## src/rtl/matmul_pkg.sv

```systemverilog
// Shared matmul definitions: default widths, the result-reader state encoding and
// the element bit-offset helper that the array, reader and writer blocks all use.
package matmul_pkg;

    localparam int DATA_WIDTH_DEF = 16;
    localparam int BUS_WIDTH_DEF  = 32;
    localparam int ELEM_WIDTH_DEF = 2 * DATA_WIDTH_DEF;
    localparam int MAX_DIM_DEF    = BUS_WIDTH_DEF / DATA_WIDTH_DEF;

    typedef enum logic [1:0] {
        ST_IDLE   = 2'd0,
        ST_STREAM = 2'd1,
        ST_FLAGS  = 2'd2,
        ST_DONE   = 2'd3
    } rd_state_e;

    // Element (r,c) of the flat C matrix starts at this bit offset.
    function automatic int unsigned elem_offset(input int unsigned r,
                                                input int unsigned c,
                                                input int unsigned max_dim,
                                                input int unsigned elem_w);
        return (r * max_dim + c) * elem_w;
    endfunction

endpackage

```

## src/rtl/matmul_rd_index_ctr.sv

```systemverilog
// Row/column walker for the result reader: row-major order, column wraps at m,
// last_o marks element (n-1,m-1). The *_nxt_o outputs preview the post-advance position.
module matmul_rd_index_ctr (
    input  logic       clk_i,
    input  logic       rst_i,
    input  logic       clear_i,
    input  logic       advance_i,
    input  logic [1:0] n_dim_i,
    input  logic [1:0] m_dim_i,
    output logic [1:0] row_o,
    output logic [1:0] col_o,
    output logic [1:0] row_nxt_o,
    output logic [1:0] col_nxt_o,
    output logic       last_o
);

    logic col_wrap;

    always_comb begin
        col_wrap  = (col_o == m_dim_i - 2'd1);
        row_nxt_o = col_wrap ? row_o + 2'd1 : row_o;
        col_nxt_o = col_wrap ? 2'd0 : col_o + 2'd1;
        last_o    = col_wrap && (row_o == n_dim_i - 2'd1);
    end

    always_ff @(posedge clk_i or posedge rst_i) begin
        if (rst_i) begin
            row_o <= 2'd0;
            col_o <= 2'd0;
        end else if (clear_i) begin
            row_o <= 2'd0;
            col_o <= 2'd0;
        end else if (advance_i) begin
            row_o <= row_nxt_o;
            col_o <= col_nxt_o;
        end
    end

endmodule

```

## src/rtl/matmul_result_reader.sv

```systemverilog
// Snapshots the systolic array result and streams the valid N x M elements one per beat.
// Build option MATMUL_RD_FLAGS_BEAT_EN appends a beat carrying the masked overflow flags.
module matmul_result_reader
    import matmul_pkg::*;
#(
    parameter int DATA_WIDTH = DATA_WIDTH_DEF,
    parameter int BUS_WIDTH  = BUS_WIDTH_DEF,
    parameter int ADDR_WIDTH = 8,
    localparam int MAX_DIM   = BUS_WIDTH / DATA_WIDTH,
    localparam int ELEM_W    = 2 * DATA_WIDTH
) (
    input  logic                                clk_i,
    input  logic                                rst_i,
    input  logic                                start_i,
    input  logic [1:0]                          n_dim_i,
    input  logic [1:0]                          m_dim_i,
    input  logic [ADDR_WIDTH-1:0]               base_addr_i,
    input  logic [MAX_DIM*MAX_DIM*ELEM_W-1:0]   c_matrix_i,
    input  logic [MAX_DIM*MAX_DIM-1:0]          flags_i,
    output logic [BUS_WIDTH-1:0]                data_o,
    output logic [ADDR_WIDTH-1:0]               addr_o,
    output logic                                valid_o,
    input  logic                                ready_i,
    output logic                                busy_o,
    output logic                                done_o,
    output logic                                ovf_o,
    output logic [1:0]                          state_o
);

    localparam int NE = MAX_DIM * MAX_DIM;
    localparam int IW = $clog2(NE);

    localparam logic [1:0] IDLE   = ST_IDLE;
    localparam logic [1:0] STREAM = ST_STREAM;
    localparam logic [1:0] DONE   = ST_DONE;
`ifdef MATMUL_RD_FLAGS_BEAT_EN
    localparam logic [1:0] FLAGS  = ST_FLAGS;
`endif

    logic [1:0]            state_q;
    logic [NE*ELEM_W-1:0]  c_q;
    logic [NE-1:0]         flags_q;
    logic [1:0]            n_q;
    logic [1:0]            m_q;
    logic [ADDR_WIDTH-1:0] base_q;

    logic [1:0]            row, col, row_nxt, col_nxt;
    logic                  last;
    logic [IW-1:0]         cur_idx, nxt_idx;
    logic [ADDR_WIDTH-1:0] nxt_addr;
    logic [ELEM_W-1:0]     elem_a [NE];
    logic                  accept;

    function automatic logic [BUS_WIDTH-1:0] sext(input logic [ELEM_W-1:0] e);
        return BUS_WIDTH'($signed(e));
    endfunction

    // Dimensions above MAX_DIM are clamped; zero is kept so it can skip straight to DONE.
    function automatic logic [1:0] clamp_dim(input logic [1:0] d);
        if (int'(d) > MAX_DIM) return 2'(MAX_DIM);
        return d;
    endfunction

    for (genvar r = 0; r < MAX_DIM; r++) begin : g_row
        for (genvar c = 0; c < MAX_DIM; c++) begin : g_col
            assign elem_a[r*MAX_DIM+c] = c_q[elem_offset(r, c, MAX_DIM, ELEM_W) +: ELEM_W];
        end
    end

`ifdef MATMUL_RD_FLAGS_BEAT_EN
    logic [NE-1:0] valid_mask;
    for (genvar r = 0; r < MAX_DIM; r++) begin : g_mrow
        for (genvar c = 0; c < MAX_DIM; c++) begin : g_mcol
            assign valid_mask[r*MAX_DIM+c] = (r < int'(n_q)) && (c < int'(m_q));
        end
    end
`endif

    // Handshake: a beat transfers on a rising edge where valid_o && ready_i. valid_o,
    // data_o and addr_o are registers that only change after a transfer (or at capture),
    // so they are stable while stalled and never depend combinationally on ready_i.
    assign accept   = (state_q == STREAM) && valid_o && ready_i;
    assign cur_idx  = IW'(int'(row) * MAX_DIM + int'(col));
    assign nxt_idx  = IW'(int'(row_nxt) * MAX_DIM + int'(col_nxt));
    assign nxt_addr = base_q + ADDR_WIDTH'(int'(row_nxt) * MAX_DIM + int'(col_nxt));
    assign state_o  = state_q;

    matmul_rd_index_ctr u_idx (
        .clk_i     (clk_i),
        .rst_i     (rst_i),
        .clear_i   ((state_q == IDLE) && start_i),
        .advance_i (accept),
        .n_dim_i   (n_q),
        .m_dim_i   (m_q),
        .row_o     (row),
        .col_o     (col),
        .row_nxt_o (row_nxt),
        .col_nxt_o (col_nxt),
        .last_o    (last)
    );

    always_ff @(posedge clk_i or posedge rst_i) begin
        if (rst_i) begin
            state_q <= IDLE;
            c_q     <= '0;
            flags_q <= '0;
            n_q     <= 2'd0;
            m_q     <= 2'd0;
            base_q  <= '0;
            data_o  <= '0;
            addr_o  <= '0;
            valid_o <= 1'b0;
            busy_o  <= 1'b0;
            done_o  <= 1'b0;
            ovf_o   <= 1'b0;
        end else begin
            case (state_q)
                IDLE: begin
                    if (start_i) begin
                        c_q     <= c_matrix_i;
                        flags_q <= flags_i;
                        n_q     <= clamp_dim(n_dim_i);
                        m_q     <= clamp_dim(m_dim_i);
                        base_q  <= base_addr_i;
                        ovf_o   <= 1'b0;
                        busy_o  <= 1'b1;
                        if (n_dim_i == 2'd0 || m_dim_i == 2'd0) begin
                            state_q <= DONE;
                            done_o  <= 1'b1;
                        end else begin
                            state_q <= STREAM;
                            valid_o <= 1'b1;
                            data_o  <= sext(c_matrix_i[ELEM_W-1:0]);
                            addr_o  <= base_addr_i;
                        end
                    end
                end
                STREAM: begin
                    if (accept) begin
                        ovf_o <= ovf_o | flags_q[cur_idx];
                        if (last) begin
`ifdef MATMUL_RD_FLAGS_BEAT_EN
                            state_q <= FLAGS;
                            data_o  <= BUS_WIDTH'(flags_q & valid_mask);
                            addr_o  <= base_q + ADDR_WIDTH'(NE);
`else
                            state_q <= DONE;
                            valid_o <= 1'b0;
                            done_o  <= 1'b1;
`endif
                        end else begin
                            data_o <= sext(elem_a[nxt_idx]);
                            addr_o <= nxt_addr;
                        end
                    end
                end
`ifdef MATMUL_RD_FLAGS_BEAT_EN
                FLAGS: begin
                    if (valid_o && ready_i) begin
                        state_q <= DONE;
                        valid_o <= 1'b0;
                        done_o  <= 1'b1;
                    end
                end
`endif
                DONE: begin
                    state_q <= IDLE;
                    busy_o  <= 1'b0;
                    done_o  <= 1'b0;
                end
                default: state_q <= IDLE;
            endcase
        end
    end

endmodule

```

## config.mk

```make
export PLATFORM = sky130hd
export DESIGN_NAME = matmul_result_reader
export DESIGN_NICKNAME = d
export VERILOG_FILES = /design/src/rtl/matmul_pkg.sv /design/src/rtl/matmul_rd_index_ctr.sv /design/src/rtl/matmul_result_reader.sv
export SDC_FILE = /design/constraint.sdc
export NUM_CORES = 1
export LEC_CHECK = 0
export ABC_CLOCK_PERIOD_IN_PS = 7000
export CORE_MARGIN = 2
export CORE_UTILIZATION = 47
export DETAILED_ROUTE_END_ITERATION = 10
export PLACE_DENSITY = 0.77
export SETUP_SLACK_MARGIN = 0.05
export SKIP_LAST_GASP = 1
export SYNTH_ARGS = -nofsm -noshare
export SYNTH_HDL_FRONTEND = slang
export SYNTH_SLANG_ARGS = --single-unit
```

## constraint.sdc

```tcl
create_clock -name clk_i -period 7 [get_ports clk_i]
set_input_delay 1.4 -clock clk_i [delete_from_list [all_inputs] [get_ports clk_i]]
set_output_delay 1.4 -clock clk_i [all_outputs]
set_load 0.02 [all_outputs]
```

==> out/summary.txt, run 1 <==
Post-CTS sizing -> 0
Clk_skew -> 0.0157 ns
Critical Path Fanout Max -> 72
Tcrit/Tclk final -> 61.9%
Residual DRC -> 0
Die ar. -> 0.0215 mm2
Outcome -> complete, no violations
Filler Cells Inserted -> 1712
Clk_lat worst skew -> 0.44 ns
Die Y -> 147 um
Count leader, synth -> nand2_1
Max Slew Vio Count -> 0
RSZ-0062 raised after global routing -> no
Initial antenna violation count -> 0
Drt pass-1 iters -> 5
Die X -> 147 um
Synth async-reset ratio -> 100%
Synthesized area per cell -> 8.39 um2
Arrival time worst endpoint -> 4.64 ns
Final wirelength -> 27100 um
Largest net degree at the start of global routing -> 138
CTS tree -> done
Gpl congestion -> 0.805
GR Overflow Total -> 0
Slew HR -> 23.1%
Vias -> 8707
Share of post-route cells with drive strength above 1 -> 4.20%
Placeable Area -> 0.0201 mm2
Prevailing post-synth register cell -> dfrtp_1
Met3 usage -> 3.84%
Ant diodes -> 0
Seq/Total Area, Yosys -> 50.8%
Synth cell count leaders -> nand2_1, dfrtp_1, clkbuf_1, o21ai_0, mux2i_1
Site Rows -> 52
Area of the mapped netlist -> 0.00956 mm2
Worst setup EP type -> flip-flop
Worst-path clk slew -> 0.07 ns
Yosys cell types -> 38
EDFF count, synth -> 0
Max stage delay cell, worst path -> dfrtp_2
DR WL/cell -> 17.4 um
CTS Buf Count -> 17
CP delay by family, top -> flip-flops
Final Hold Vio Count -> 0
Reg-to-reg slack, setup -> 2.67 ns
Hold Path Class -> flip-flop to flip-flop
Placed cell area -> 0.0116 mm2
Area Overhead vs Synth -> 28.0%
Max cap viols -> 0
Synthesized instance count -> 1139
Post-synth top area cell -> dfrtp_1
CP cell instances -> nand2b_1 > mux2i_4 > xor2_1 > ha_4 > nand2_1 > buf_4 > o221ai_1 > o21ai_0 > o2111ai_1 > nand3_1
CTS root buf -> clkbuf_16
# IOs -> 194
Hpwl dp -> 16500 um
Final worst path period need -> 4.33 ns
Peak per-stage delay on the critical path -> 0.97 ns
GR peak layer -> met2
First-pass GRT wire length -> 44100 um
Yosys warns -> 0
M1 GR Usage -> 34.7%
Detail Route Antenna Nets -> 0
Endpoints failing setup -> 0
Worst-Margin Slew -> 1.15 ns
Data required time of the worst path -> 7.31 ns
Deepest clock path buffer count -> 2
Starting Density -> 47.6%
Met2 Resource Use GR -> 41.2%
Yosys reg bits -> 194
Type of origin of the critical path -> flip-flop
Iter 0 DRT Violations -> 642
Setup TNS -> 0 ns
Global-route total usage across every layer -> 25.5%
Static Leak -> 5.72 nW
H-tree depth -> 4
Post-CTS Setup Repair Bufs -> 0
DR vias/cell -> 5.60
Net count after synthesis -> 1295
Buffers and inverters on the worst path -> 1
Top achievable clock speed -> 231 MHz
CTS Sinks -> 194
Crit path kind -> flip-flop to flip-flop
Post-Layout Inst Area -> 0.0122 mm2
Area contributors post-synth -> dfrtp_1, nand2_1, mux2i_1
Post-synth top area share -> 50.8%
Pwr dens -> 562 mW/mm2
Vias in the first global route -> 8638
Hold_buf cts -> 0
Fin nets -> 1428
Buffers added on ports -> 193
Peak VDD IR -> 0.000659 V
-- registers in the layout (all words and copies together) (netlist names), 4 cells and up --
name / flops
c_q: 128
addr_o: 8
base_q: 8
flags_q: 4
data_o: 32
-- per-layer routing --
layer / share of wire [%] / vias to the layer above
met4: 2.6 / 0
met1: 43 / 4142
met3: 7.3 / 51
met2: 47 / 390
met5: 0 / -
li1: - / 4124
-- path summary, 6_finish.rpt --
| check | from | end | cells after the start |
|---|---|---|---|
| hold reg to reg | c_q[74] | c_q[74] | 2 |
| setup reg to reg | u_idx.col_o[0] | data_o[2] | 10 |
| hold / removal | c_q[74] | c_q[74] | 2 |
| min in group asynchronous | rst_i | c_q[103] | 2 |
| setup / recovery | u_idx.col_o[0] | data_o[2] | 10 |
| max in group asynchronous | rst_i | c_q[57] | 3 |
-- layout by cell type, fill, tap and decap left out, drive strengths merged, types with 2 or more instances in the layout --
cell,n
a211oi,2
a21o,3
a21oi,38
a22o,3
a32oi,2
and3,3
buf,5
bufinv,3
clkbuf,19
clkdlybuf4s50,193
clkinv,2
clkinvlp,3
dfrtp,194
ha,7
inv,7
mux2i,40
nand2,506
nand2b,9
nand3,33
nor2,12
nor2b,5
nor3,33
o2111ai,32
o21ai,44
o221ai,31
o22ai,33
or2,2
xnor2,8
xor2,4
-- where the power goes --
group          internal, mW  switching [mW]
clock network         0.589           0.450
registers              1.63           0.478
logic                  1.53            2.20
-- through the flow --
step / instances / hold WS, ns / utilization (%) / setup slack, ns / power, mW
2_1_floorplan: 1139 / 0.438 / - / 0.316 / 4.74
3_3_place_gp: 1523 / 0.449 / 57.8 / 2.92 / 5.62
3_5_place_dp: 1523 / 0.459 / 57.8 / 2.81 / 5.77
4_1_cts: 1555 / 0.475 / 60.9 / 2.72 / 6.84
5_1_grt: 1555 / 0.501 / 60.9 / 2.39 / 7.38
6_report: 1555 / 0.474 / 60.9 / 2.67 / 6.87
-- area by class of cell --
type,instances,area (um2),share of cell area (%)
clock buffers,19,453,3.70
flip-flops and latches,194,4860,39.7
clock inverters,13,173,1.41
multi-input cells,859,4420,36.1
repair buffers,198,1980,16.2
well taps,270,338,2.76
inverters,2,15.0,0.123
-- cell families (layout without fill, tap and decap cells) --
kind of cell	after synthesis	count (layout)	synth area share, %
buffers and inverters	86	232	3.65
XOR/XNOR	12	12	1.18
adder cells (fa/ha/maj)	8	8	1.13
multiplexers	41	41	4.55
AND/OR/NAND/NOR	605	605	25.2
flip-flops	194	194	50.8
AO/OA/AOI/OAI	193	193	13.5
-- tightest hold or removal path: cells and delay by family (launching register included) --
| family | cells | cell delay (ns) |
|---|---|---|
| and+or+nand+nor | 2 | 0.11 |
| DFF | 1 | 0.34 |
No activity file was read; power rests on OpenSTA's default activity.
==> inputs of run 2 (changes only) <==
ABC_CLOCK_PERIOD_IN_PS = 4200   (was 7000)
CORE_UTILIZATION = 52   (was 47)
PLACE_DENSITY = 0.81   (was 0.77)
clock period = 4.2 ns   (was 7 ns; I/O delays follow)
==> out/summary.txt, run 2 (synthesis results as in run 1) <==
Outcome -> complete, no violations
Reg-to-reg slack, setup -> 0.54 ns
Ant diodes -> 0
Die X -> 140 um
Worst r2r src -> u_idx.col_o[1]
Power consumption -> 11.7 mW
Top achievable clock speed -> 273 MHz
GR Overflow Total -> 0
Share of post-route cells with drive strength above 1 -> 4.93%
Max cap viols -> 0
Crit path kind -> flip-flop to flip-flop
Slew HR -> 22.6%
Post-Layout Inst Area -> 0.0123 mm2
Worst-path clk slew -> 0.07 ns
Peak VDD IR -> 0.000963 V
Register-to-Register Path Depth -> 10
Hold Path Depth -> 1
Initial antenna violation count -> 0
Detail Route Antenna Nets -> 0
Pwr dens -> 949 mW/mm2
Hold_buf cts -> 0
Hold path endpoint -> addr_o[5]
Worst Hold Launch -> addr_o[5]
Setup TNS -> 0 ns
Most frequent cells in the layout -> nand2_1, dfrtp_1, clkdlybuf4s50_1
First-pass GRT wire length -> 44600 um
Die ar. -> 0.0195 mm2
Placed cell area -> 0.0117 mm2
Final instance count without filler cells -> 1526
Deepest clock path buffer count -> 2
Post-CTS Setup Repair Bufs -> 0
Placed Instances -> 1494
CTS tree -> done
Vias in the first global route -> 8562
Final worst path period need -> 3.66 ns
Tcrit/Tclk final -> 87.1%
Starting Density -> 53.0%
Buffers added on ports -> 193
Post-CTS sizing -> 0
Area Overhead vs Synth -> 28.7%
Clk_skew -> 0.0163 ns
Worst setup EP type -> flip-flop
Final worst slack -> 0.542 ns
Static Leak -> 5.79 nW
Die Y -> 140 um
Final core utilization -> 68.2%
Hold Path Class -> flip-flop to flip-flop
Met3 usage -> 5.23%
Final Hold Vio Count -> 0
RSZ-0062 raised after global routing -> no
Type of origin of the critical path -> flip-flop
Peak per-stage delay on the critical path -> 0.69 ns
Worst slack, placed -> 0.643 ns
CTS root buf -> clkbuf_16
Worst-Margin Slew -> 1.16 ns
Worst R2R End -> data_o[18]
Residual DRC -> 0
Max stage delay cell, worst path -> ha_4
Arrival time worst endpoint -> 4.03 ns
Met2 Resource Use GR -> 45.0%
CTS Sinks -> 194
CP cell instances -> xnor2_4 > mux2i_4 > xor2_1 > ha_4 > or2_2 > buf_4 > o22ai_1 > o21ai_0 > o2111ai_1 > nand3_1
Final wirelength -> 28000 um
Hpwl dp -> 17300 um
Drt pass-1 iters -> 5
M1 GR Usage -> 39.5%
Placeable Area -> 0.0180 mm2
Data required time of the worst path -> 4.57 ns
DR WL/cell -> 18.3 um
DR vias/cell -> 5.85
CTS Buf Count -> 17
Gpl congestion -> 0.808
Largest registers -> c_q x128, data_o x32
Commonest non-fill, non-tap cell in the layout -> nand2_1
Vias -> 8928
Critical Path Fanout Max -> 43
Fin nets -> 1440
GR peak layer -> met2
Worst hold margin -> 0.476 ns
Global-route total usage across every layer -> 28.4%
Largest net degree at the start of global routing -> 147
Max Slew Vio Count -> 0
H-tree depth -> 4
Site Rows -> 49
Top reg by flops -> c_q
Clk_lat worst skew -> 0.44 ns
Max reg flops -> 128
Iter 0 DRT Violations -> 815
# IOs -> 194
Endpoints failing setup -> 0
## run 2: changes by cell type in the layout (fill, tap and decap cells not counted), moves of 2 or more
cell / before / now
clkbuf_8: 2 / 0
buf_12: 1 / 4
buf_4: 4 / 13
clkbuf_1: 0 / 2
inv_8: 2 / 0
inv_6: 4 / 1
clkinv_2: 1 / 3
clkinv_4: 1 / 3
## run 2: per-layer routing
layer / routed length (um) / vias to the layer above
met5: 0 / -
li1: - / 4162
met1: 11700 / 4210
met3: 2400 / 63
met2: 13300 / 493
met4: 609 / 0
## run 2: worst max-delay path by stage
stage / start / end
finish: u_idx.col_o[1] / data_o[18]
global route: u_idx.col_o[1] / data_o[18]
CTS: u_idx.col_o[1] / data_o[16]
detailed placement: u_idx.col_o[1] / data_o[16]
global placement: u_idx.col_o[0] / data_o[17]
floorplan: rst_i / addr_o[0]
## run 2: report_power, final
part	switching (mW)	internal (mW)
clock network	0.729	0.998
registers	0.747	2.72
logic	3.88	2.59
## run 2: cell type report
cell class,count,area [um2]
clock buffer,19,433
clock inverter,13,185
fill,1443,5720
inverter,2,11.3
multi-input combinational,859,4420
sequential,194,4860
tap,229,287
timing repair buffer,210,2110
## run 2: critical path: cells and delay by family (launching register included)
kind / cells / cell delay [ns]
DFF: 1 / 0.49
adders and majority gates: 1 / 0.69
buffers and inverters: 1 / 0.36
xor gates and xnor gates: 2 / 0.40
AOI/OAI and AO/OA: 3 / 0.53
and+or+nand+nor: 2 / 0.66
muxes: 1 / 0.42
